File: src/rtl/digit_serial_add_sub.sv
// ============================================================================
// Module : digit_serial_add_sub
// Brief  : LSB-first digit-serial adder/subtractor with word framing and flags
// Rev    : 1.0  initial release
// ============================================================================
`default_nettype none

module digit_serial_add_sub #(
  parameter int DIGIT_W     = 4,
  parameter int WORD_DIGITS = 8
) (
  input  logic               clk,
  input  logic               reset_n,
  input  logic               in_valid,
  input  logic               in_first,
  input  logic               sub,
  input  logic [DIGIT_W-1:0] a,
  input  logic [DIGIT_W-1:0] b,
  output logic               out_valid,
  output logic [DIGIT_W-1:0] out_sum,
  output logic               out_last,
  output logic               out_carry,
  output logic               out_overflow,
  output logic               out_err
);

  localparam int               CNT_W    = $clog2(WORD_DIGITS);
  localparam logic [CNT_W-1:0] LAST_IDX = CNT_W'(WORD_DIGITS - 1);

  localparam logic [0:0] ST_IDLE = 1'b0;
  localparam logic [0:0] ST_RUN  = 1'b1;

  logic [0:0]         state_q, state_d;
  logic [CNT_W-1:0]   count_q, count_d;
  logic               carry_q, carry_d;
  logic               mode_q, mode_d;
  logic               valid_q, valid_d;
  logic [DIGIT_W-1:0] sum_q, sum_d;
  logic               last_q, last_d;
  logic               cout_q, cout_d;
  logic               ovf_q, ovf_d;
  logic               err_q, err_d;

  logic               w_mode;
  logic               w_cin;
  logic [DIGIT_W-1:0] w_bx;
  logic [DIGIT_W:0]   w_full;
  logic [DIGIT_W-1:0] w_sum;
  logic               w_cout;
  logic               w_cin_msb;
  logic               w_accept;
  logic               w_is_last;
  logic               w_frame_err;

  // A first digit always starts a fresh word, so its mode/carry-in come from sub.
  assign w_mode    = in_first ? sub : mode_q;
  assign w_cin     = in_first ? sub : carry_q;
  assign w_bx      = b ^ {DIGIT_W{w_mode}};
  assign w_full    = {1'b0, a} + {1'b0, w_bx} + {{DIGIT_W{1'b0}}, w_cin};
  assign w_sum     = w_full[DIGIT_W-1:0];
  assign w_cout    = w_full[DIGIT_W];
  // Carry into the MSB recovered from the MSB sum bit and its two addend bits.
  assign w_cin_msb = w_sum[DIGIT_W-1] ^ a[DIGIT_W-1] ^ w_bx[DIGIT_W-1];

  assign w_accept    = in_valid & (in_first | (state_q == ST_RUN));
  assign w_is_last   = ~in_first & (count_q == LAST_IDX);
  assign w_frame_err = in_valid & (in_first ? (state_q == ST_RUN) : (state_q == ST_IDLE));

  always_ff @(posedge clk or negedge reset_n) begin
    if (!reset_n) begin
      state_q <= ST_IDLE;
      count_q <= '0;
      carry_q <= 1'b0;
      mode_q  <= 1'b0;
      valid_q <= 1'b0;
      sum_q   <= '0;
      last_q  <= 1'b0;
      cout_q  <= 1'b0;
      ovf_q   <= 1'b0;
      err_q   <= 1'b0;
    end else begin
      state_q <= state_d;
      count_q <= count_d;
      carry_q <= carry_d;
      mode_q  <= mode_d;
      valid_q <= valid_d;
      sum_q   <= sum_d;
      last_q  <= last_d;
      cout_q  <= cout_d;
      ovf_q   <= ovf_d;
      err_q   <= err_d;
    end
  end

  always_comb begin
    state_d = state_q;
    count_d = count_q;
    carry_d = carry_q;
    mode_d  = mode_q;
    if (w_accept) begin
      carry_d = w_cout;
      if (in_first) begin
        state_d = ST_RUN;
        count_d = CNT_W'(1);
        mode_d  = sub;
      end else if (w_is_last) begin
        state_d = ST_IDLE;
        count_d = '0;
      end else begin
        count_d = count_q + CNT_W'(1);
      end
    end
  end

  always_comb begin
    valid_d = w_accept;
    sum_d   = w_accept ? w_sum : sum_q;
    last_d  = w_accept & w_is_last;
    cout_d  = w_accept & w_is_last & w_cout;
    ovf_d   = w_accept & w_is_last & (w_cout ^ w_cin_msb);
    err_d   = w_frame_err;
  end

  assign out_valid    = valid_q;
  assign out_sum      = sum_q;
  assign out_last     = last_q;
  assign out_carry    = cout_q;
  assign out_overflow = ovf_q;
  assign out_err      = err_q;

endmodule

`default_nettype wire

File: config.mk
export PLATFORM = sky130hd
export DESIGN_NAME = digit_serial_add_sub
export DESIGN_NICKNAME = d
export VERILOG_FILES = /design/src/rtl/digit_serial_add_sub.sv
export SDC_FILE = /design/constraint.sdc
export NUM_CORES = 1
export LEC_CHECK = 0
export ABC_AREA = 1
export BUFFER_PORTS_ARGS = -buffer_cell sky130_fd_sc_hd__buf_2
export CORE_MARGIN = 2
export CORE_UTILIZATION = 44
export CTS_CLUSTER_SIZE = 12
export DETAILED_ROUTE_END_ITERATION = 10
export GPL_TIMING_DRIVEN = 0
export PLACE_DENSITY = 0.75
export SETUP_SLACK_MARGIN = 0.15
export SLEW_MARGIN = 25
export SYNTH_ARGS = -nofsm -noshare
export SYNTH_HDL_FRONTEND = slang
export SYNTH_SLANG_ARGS = --single-unit
File: constraint.sdc
create_clock -name clk -period 3.2 [get_ports clk]
set_input_delay 0.64 -clock clk [delete_from_list [all_inputs] [get_ports clk]]
set_output_delay 0.64 -clock clk [all_outputs]
set_load 0.01 [all_outputs]
; Word-level counts from Yosys, hierarchy flattened
; Index checks and enable logic that the tools add are counted.
[totals]
input_bits = 13
out_inout_bits = 9
regBits = 15
[op_classes]
n_bitwise = 13
n_mux = 7
reduce_logical = 2
n_eq_ne = 1
add_sub_neg = 3
[op_table]
columns = operator, n
row1 = $and 1x1->1, 6
row2 = $mux 3, 2
row3 = $add 4x4->5, 1
row4 = $add 5x1->5, 1
row5 = $mux 1, 5
row6 = $xor 4x4->4, 1
row7 = $add 3x1->3 const B, 1
row8 = $eq 3x3->1 const B, 1
row9 = $xor 1x1->1, 3
row10 = $not 1->1, 2
row11 = $reduce_and 2->1, 1
row12 = $reduce_bool 2->1, 1
row13 = $or 1x1->1, 1

; Longest topological paths before layout
; Gate-level depths: netlist of the first run.
[logic_depth]
word_depth = 8
depth_mapped = 13

; Least setup slack after synthesis of the first run
; OpenSTA, ideal clock, no wires.
[synth_path]
path_kind = input -> register
start = input port in_first
end = register ovf_q (netlist: out_overflow)
stages = 12
path_slack_ns = 0.717
t_arrival_ns = 2.410
t_required_ns = 3.127
n_path_buf = 0
path_cell_list = inv_2 -> nand2_4 -> nand2_4 -> xor2_1 -> fa_1 -> fa_1 -> nand3_1 -> nor2b_1 -> nand3_2 -> nand2_1 -> nand2_1 -> a21oi_2
[synth_via]
elab_chain_cells = 8
elab_cells_between_ends = 14
[synth_rtl]
columns = item, line
row1 = start: declaration, 15  ; input logic in_first,
row2 = $mux 1, --
row3 = $xor 4x4->4, 58  ; assign w_bx = b ^ {DIGIT_W{w_mode}};
row4 = $add 4x4->5, 59  ; assign w_full = {1'b0, a} + {1'b0, w_bx} + {{DIGIT_W{1'b0}}, w_cin};
row5 = $add 5x1->5, 59
row6 = $xor 1x1->1 (2 in a row), 63  ; assign w_cin_msb = w_sum[DIGIT_W-1] ^ a[DIGIT_W-1] ^ w_bx[DIGIT_W-1];
row7 = $xor 1x1->1, 120  ; ovf_d = w_accept & w_is_last & (w_cout ^ w_cin_msb);
row8 = $and 1x1->1 *, 120
row9 = net ovf_d, 41  ; logic ovf_q, ovf_d;
row10 = end signal: assignment, 90  ; ovf_q <= ovf_d;
row11 = end: declaration, 41
; The timed path passes the listed nets; every way through them passes the cells marked *.
; A chain may end at the register's enable or synchronous reset.

; Worst setup path in the final report of the first run
; Same ends and word-level chain as after synthesis.

==> summary.txt, run 1 <==
Cells and area
  • Nets: 153
  • FF+latch area: 375 um2
  • Ratio of cells with drive above 1 in the final layout: around 29%
  • # diodes: 0
  • Multi-input gate area: around 470 um2
  • Layout Area Growth over Synthesis: 18.1%
  • Most frequent cells in the layout: 22 x nand2_1, 22 x buf_2, 15 x dfrtp_1
  • Post-route design area: about 1100 um2
  • Fillcell total: around 210
  • Finished Layout Cells: between 150 and 200

CTS
  • CTS max path bufs: 2
  • CTS root buffer: clkbuf_4
  • CTS tree: built
  • Cts hold-fix bufs: 0
  • Worst-skew pair later-pin latency: around 0.28 ns
  • H-tree depth: 1
  • CTS buffer count: 3
  • Clock transition at path regs: ~0.090 ns
  • Clk sink count: 15
  • # Post-CTS Setup Buffers: 0
  • Post-CTS sizing: 0

Synth
  • Syn_area_per_cell: 8.59 um2
  • Ys async rst share: 100%
  • Synth Flop Type: dfrtp_1
  • Ys Warns: 0
  • Number of flops mapped to enable cells by yosys: 0
  • Synthesized Nets: about 130
  • Synth Instances: approximately 110
  • Mux cell area share after synthesis: 0%
  • Xor/xnor cell area share of the yosys netlist: under 10%
  • Flops & latches, synth: 15
  • Main combinational cell family by area after synthesis: simple AND/OR/NAND/NOR gates
  • Post-synthesis compound-gate area fraction: between 7 and 8%
  • Synth Cell Area: 911 um2
  • Synth Area in Adders: between 10% and 20%
  • Distinct cells, synth: 20
  • Post-Synth Simple-Gate Area: roughly 29%
  • Seq/Total Area, Yosys: between 40% and 50%

STA
  • Max Fclk: 394 MHz
  • Worst-Margin Slew: between 0.3 and 0.4 ns
  • Setup Total Neg Slack: 0 ns
  • Clock period minus worst slack: between 2 and 3 ns
  • Hold Vio Cnt, Final: 0
  • Worst Clk Skew: ~0.0042 ns
  • Worst hold slack: between 0.2 and 0.25 ns
  • Final setup vio count: 0
  • Final worst slack: 0.660 ns
  • Slew HR: between 70% and 80%
  • Final period util: between 70 and 80%
  • RSZ-0062 raised after global routing: false
  • Max-slew violation count: 0

Critical path
  • Worst path bufs/invs: 2
  • Reg2Reg Depth: 11
  • Startpoint types: primary input
  • CP Class: in -> reg
  • Slowest-stage cell, CP: fa_1
  • Crit path max-delay family: adder cells
  • CP max FO: 6
  • Worst path cell trace: buf_2 -> inv_2 -> nand2_4 -> nand2_4 -> xor2_1 -> fa_1 -> fa_1 -> nand3_1 -> nor2b_1 -> nand3_2 -> nand2_1 -> nand2_1 -> a21oi_2
  • Req. time, crit path: between 3 and 4 ns
  • R2r setup slk: 0.79 ns
  • CP peak stage delay: 0.46 ns
  • R2r startpoint: mode_q$_DFFE_PN0P_
  • Crit Reg-Reg Endpoint: out_overflow$_DFF_PN0_
  • Critical path depth in cells: 13
  • Critical path endpoint category: register
  • Arrival time at the worst endpoint: between 2 and 3 ns

Floorplanning
  • Die area: roughly 2500 um2
  • Die H: about 50 um
  • Row count: 16
  • Die W: between 40 and 50 um
  • Core Footprint: about 2000 um2
  • IO Pins: 22
  • Initial Utilization: about 46%

Place
  • Post-DP HPWL: 1.42 mm
  • Setup WS pre-CTS: about 0.39 ns
  • Placed Area: roughly 1000 um2
  • GP Congestion: about 0.85
  • Cell Count Post-Placement: 154
  • Port buffer count: 21

Detailed routing
  • Initial DRC count: 12
  • Wire length per cell: between 10 and 15 um
  • DRT Wirelength: between 1.5 and 2 mm
  • Via Count: slightly below 800
  • Antenna Nets Post-Route: 0
  • DR DRC count: 0
  • First-pass DRT Iterations: 4
  • Vias/cell: a little under 5

Global routing
  • M3 GR Usage: under 10%
  • Met1 Use GR: a little under a fifth
  • Tot GR Track Use: around 16%
  • Initial antenna violation count: 0
  • Layer carrying the most global-route usage: met2
  • Largest net degree at the start of global routing: 16
  • Vias in the first global route: ~720
  • Aggregate global routing overflow: 0
  • First-pass GRT wire length: between 3 and 4 mm
  • M2 GR Usage: approximately 30%

Power
  • Lkg Pwr: a little over 0.6 nW
  • Peak supply drop: between 0.2 and 0.25 mV
  • Power Density: ~480 nW/um2

Min path
  • Worst hold-check path type: in -> async

Run status
  • Status: complete, no violations

Job
  • Max Cap Violations: 0
-- synth_stat cells (3+ instances only) --
cell     instances  area (um2)
nand2_1         22        82.6
ha_1             6        75.1
nand3_1         12        60.1
xor2_1           3        26.3
o21ai_0          5        25.0
dfrtp_1         15         375
nand2_2          4        25.0
nand3_2          4        40.0
a21oi_1          3        15.0
inv_1           13        48.8
nor2_1           7        26.3
-- power by group --
part           switching (mW)  internal, mW
Sequential             0.0153         0.218
Combinational           0.108        0.0727
Clock                  0.0593        0.0483
-- flip-flops by register name, indices dropped and copies added (netlist names) --
name and count:
carry_q 1, count_q 3, mode_q 1, out_carry 1
out_err 1, out_last 1, out_overflow 1, out_sum 4
out_valid 1, state_q 1
-- routing by layer --
| metal | share of wire [%] | up-vias |
|---|---|---|
| met2 | 49 | 25 |
| li1 | - | 391 |
| met4 | 0.98 | 0 |
| met1 | 45 | 351 |
| met5 | 0 | - |
| met3 | 4.9 | 2 |
-- worst register-to-register path: stages (launching register included) --
cell	delay, ns
dfrtp_1	0.42
nand2_4	0.10
nand2_4	0.08
xor2_1	0.17
fa_1	0.46
fa_1	0.43
nand3_1	0.12
nor2b_1	0.21
nand3_2	0.12
nand2_1	0.07
nand2_1	0.06
a21oi_2	0.11
-- metrics by stage --
step | utilization [%] | power (mW)
after detailed placement | 53.5 | 0.419
after floorplan | - | 0.363
after CTS | 54.8 | 0.526
after global routing | 54.8 | 0.562
after global placement | 53.5 | 0.409
final | 54.8 | 0.521
-- logic make-up (layout without fill, tap and decap cells) --
logic type               after synthesis  in the layout
flip-flops                            15             15
XOR/XNOR                               3              3
AND/OR/NAND/NOR                       52             52
adder cells (fa/ha/maj)                8              8
AO/OA/AOI/OAI                         12             12
buffers and inverters                 16             41
-- how the worst max path moves through the flow --
stage              from                endpoint
3_5_place_dp   in_first  out_overflow$_DFF_PN0_
3_3_place_gp   in_first  out_overflow$_DFF_PN0_
5_1_grt        in_first  out_overflow$_DFF_PN0_
2_1_floorplan  in_first  out_overflow$_DFF_PN0_
4_1_cts        in_first  out_overflow$_DFF_PN0_
6_report       in_first  out_overflow$_DFF_PN0_
-- final cells by class --
type | count | share of cell area [%]
buffer | 1 | 0.465
tap | 27 | 3.14
multi-input combinational | 75 | 44.1
timing repair buffer | 21 | 9.77
sequential | 15 | 34.9
inverter | 15 | 5.23
clock buffer | 4 | 2.44
No activity file was read; power rests on OpenSTA's default activity.
==> run 2, diff against run 1 <==
PLACE_DENSITY = 0.77   (was 0.75)
clock period = 2 ns   (was 3.2 ns; I/O delays follow)
==> summary.txt, run 2 (synthesis gave the netlist of run 1 again) <==
Cells and area
  • Ratio of cells with drive above 1 in the final layout: 37.7% (+8.7 points)
  • Nets: 160 (+4.6%)
  • # diodes: 0 (unchanged)
  • Finished Layout Cells: 165 (+4.4%)
  • Largest register FFs: 4 (unchanged)
  • Most frequent cells in the layout: 22 x nand2_1, 22 x buf_2, 15 x dfrtp_1
  • Layout Area Growth over Synthesis: 29.3%

Critical path
  • Critical path depth in cells: 11 (-2)
  • Arrival time at the worst endpoint: 2.22 ns (-0.53 ns)
  • Crit path max-delay family: adder cells
  • Slowest-stage cell, CP: dfrtp_1
  • CP Class: reg -> reg
  • CP max FO: 2 (-4)
  • Worst path cell trace: nand2_4 -> nand2_4 -> xor2_2 -> fa_2 -> fa_2 -> nand3_2 -> nand3_1 -> nand3_1 -> nand2_1 -> nand2_1 -> a21oi_2
  • Reg2Reg Depth: 11 (unchanged)
  • Worst path bufs/invs: 0 (-2)
  • CP peak stage delay: 0.41 ns (-0.05 ns)
  • Startpoint types: register
  • Req. time, crit path: 2.16 ns (-1.25 ns)
  • Critical path endpoint category: register

Place
  • Cell Count Post-Placement: 154 (unchanged)
  • Setup WS pre-CTS: -0.355 ns (-0.743 ns)
  • Port buffer count: 21 (unchanged)
  • GP Congestion: 0.822 (-3.6%)
  • Post-DP HPWL: 1.35 mm (-4.9%)

STA
  • Max Fclk: around 490 MHz
  • Clock period minus worst slack: 2.06 ns
  • Worst-Margin Slew: 0.322 ns (-0.00527 ns)
  • Max-slew violation count: 0 (unchanged)
  • Final setup vio count: 2 (+2)
  • Slew HR: 78.5% (+0.35 points)
  • Worst Clk Skew: 0.00225 ns (-0.00195 ns)
  • Setup Total Neg Slack: -0.0813 ns (-0.0813 ns)
  • Final worst slack: -0.0586 ns (-0.719 ns)
  • Final period util: 103%
  • Hold Vio Cnt, Final: 0 (unchanged)
  • RSZ-0062 raised after global routing: true

Floorplanning
  • Row count: 16 (unchanged)
  • Core Footprint: 1960 um2 (unchanged)
  • Die H: 49.5 um (unchanged)
  • Die area: 2450 um2 (unchanged)
  • IO Pins: 22 (unchanged)
  • Initial Utilization: 46.4% (unchanged)
  • Die W: 49.5 um (unchanged)

Detailed routing
  • DR DRC count: 0 (unchanged)
  • DRT Wirelength: 1.76 mm (+0.92%)
  • Vias/cell: 4.72 (-3.1%)
  • First-pass DRT Iterations: 4 (unchanged)
  • Antenna Nets Post-Route: 0 (unchanged)
  • Initial DRC count: 14 (+2)
  • Via Count: 778 (+1.2%)
  • Wire length per cell: 10.7 um (-3.4%)

CTS
  • CTS tree: built
  • CTS root buffer: clkbuf_4
  • Worst-skew pair later-pin latency: 0.27 ns (about the same)
  • Cts hold-fix bufs: 0 (unchanged)
  • CTS max path bufs: 2 (unchanged)
  • CTS buffer count: 3 (unchanged)
  • Clock transition at path regs: 0.08 ns (about the same)
  • H-tree depth: 1 (unchanged)
  • Clk sink count: 15 (unchanged)

Global routing
  • Tot GR Track Use: 16.6% (+0.38 points)
  • Largest net degree at the start of global routing: 16 (unchanged)
  • Vias in the first global route: 781 (+8.3%)
  • Aggregate global routing overflow: 0 (unchanged)
  • Initial antenna violation count: 0 (unchanged)
  • First-pass GRT wire length: 3.15 mm (+4.3%)

Power
  • Power Density: 748 nW/um2 (+55%)
  • Net Sw Frac: 33.7% (-1.3 points)
  • Logic pwr share: 39.5% (+4.9 points)
  • Sw Pwr: 0.297 mW (+63%)
  • Clock power share: 18.2% (-2.4 points)
  • Lkg Pwr: 0.651 nW (+7.9%)
  • Seq pwr share: 42.4% (-2.3 points)
  • Peak supply drop: 0.351 mV (+59%)
  • Int Pwr: 0.584 mW (+72%)

Run status
  • Violated checks: negative setup slack
  • Status: finished, violations left

Job
  • Max Cap Violations: 0 (unchanged)

Min path
  • Worst hold-check path type: in -> async
run 2: worst paths after layout:
| check | slack (ns) | to | start |
|---|---|---|---|
| setup / recovery | -0.06 | out_overflow$_DFF_PN0_ | mode_q$_DFFE_PN0P_ |
| hold / removal | 0.01 | count_q[2]$_DFFE_PN0P_ | reset_n |
| setup reg to reg | -0.06 | out_overflow$_DFF_PN0_ | mode_q$_DFFE_PN0P_ |
| hold reg to reg | 0.48 | out_sum[2]$_DFFE_PN0P_ | out_sum[2]$_DFFE_PN0P_ |
| max in group asynchronous | 1.75 | out_overflow$_DFF_PN0_ | reset_n |
| min in group clk | 0.36 | out_err$_DFF_PN0_ | in_valid |
run 2: routing by layer:
metal	routed length (um)	share of wire, %	track usage (%)	up-vias
li1	-	-	-	404
met1	715	41	18.8	352
met2	953	54	30.4	20
met3	83	4.7	3.33	2
met4	6	0.34	6.48	0
met5	0	0	0	-
run 2: timing repair:
action | CTS | global route
setup buffers | 5 | 2
resized for setup | 0 | 4
setup endpoints to repair | 4 | 6
pin swaps | 7 | 4
run 2: layout make-up:
type	count	area, um2
fill	193	785
multi-input combinational	75	520
sequential	15	375
timing repair buffer	28	158
inverter	15	58.8
tap	27	33.8
clock buffer	4	26.3
buffer	1	5.00
run 2: power groups by stage:
| stage | Sequential [mW] | Clock, mW | Combinational, mW |
|---|---|---|---|
| 6_report | 0.373 | 0.160 | 0.348 |
| 4_1_cts | 0.374 | 0.170 | 0.330 |
| 3_3_place_gp | 0.376 | 0 | 0.296 |
| 2_1_floorplan | 0.389 | 0 | 0.206 |
| 3_5_place_dp | 0.380 | 0 | 0.306 |
| 5_1_grt | 0.379 | 0.192 | 0.397 |
run 2: metrics by stage:
| stage | hold WS, ns | cell area [um2] | utilization (%) | total power [mW] |
|---|---|---|---|---|
| floorplan | 0.104 | 943 | - | 0.595 |
| global placement | 0.311 | 1080 | 55.2 | 0.671 |
| detailed placement | 0.317 | 1080 | 55.2 | 0.686 |
| CTS | 0.0153 | 1150 | 58.4 | 0.873 |
| global route | 0.0153 | 1180 | 60.0 | 0.968 |
| finish | 0.0146 | 1180 | 60.0 | 0.881 |
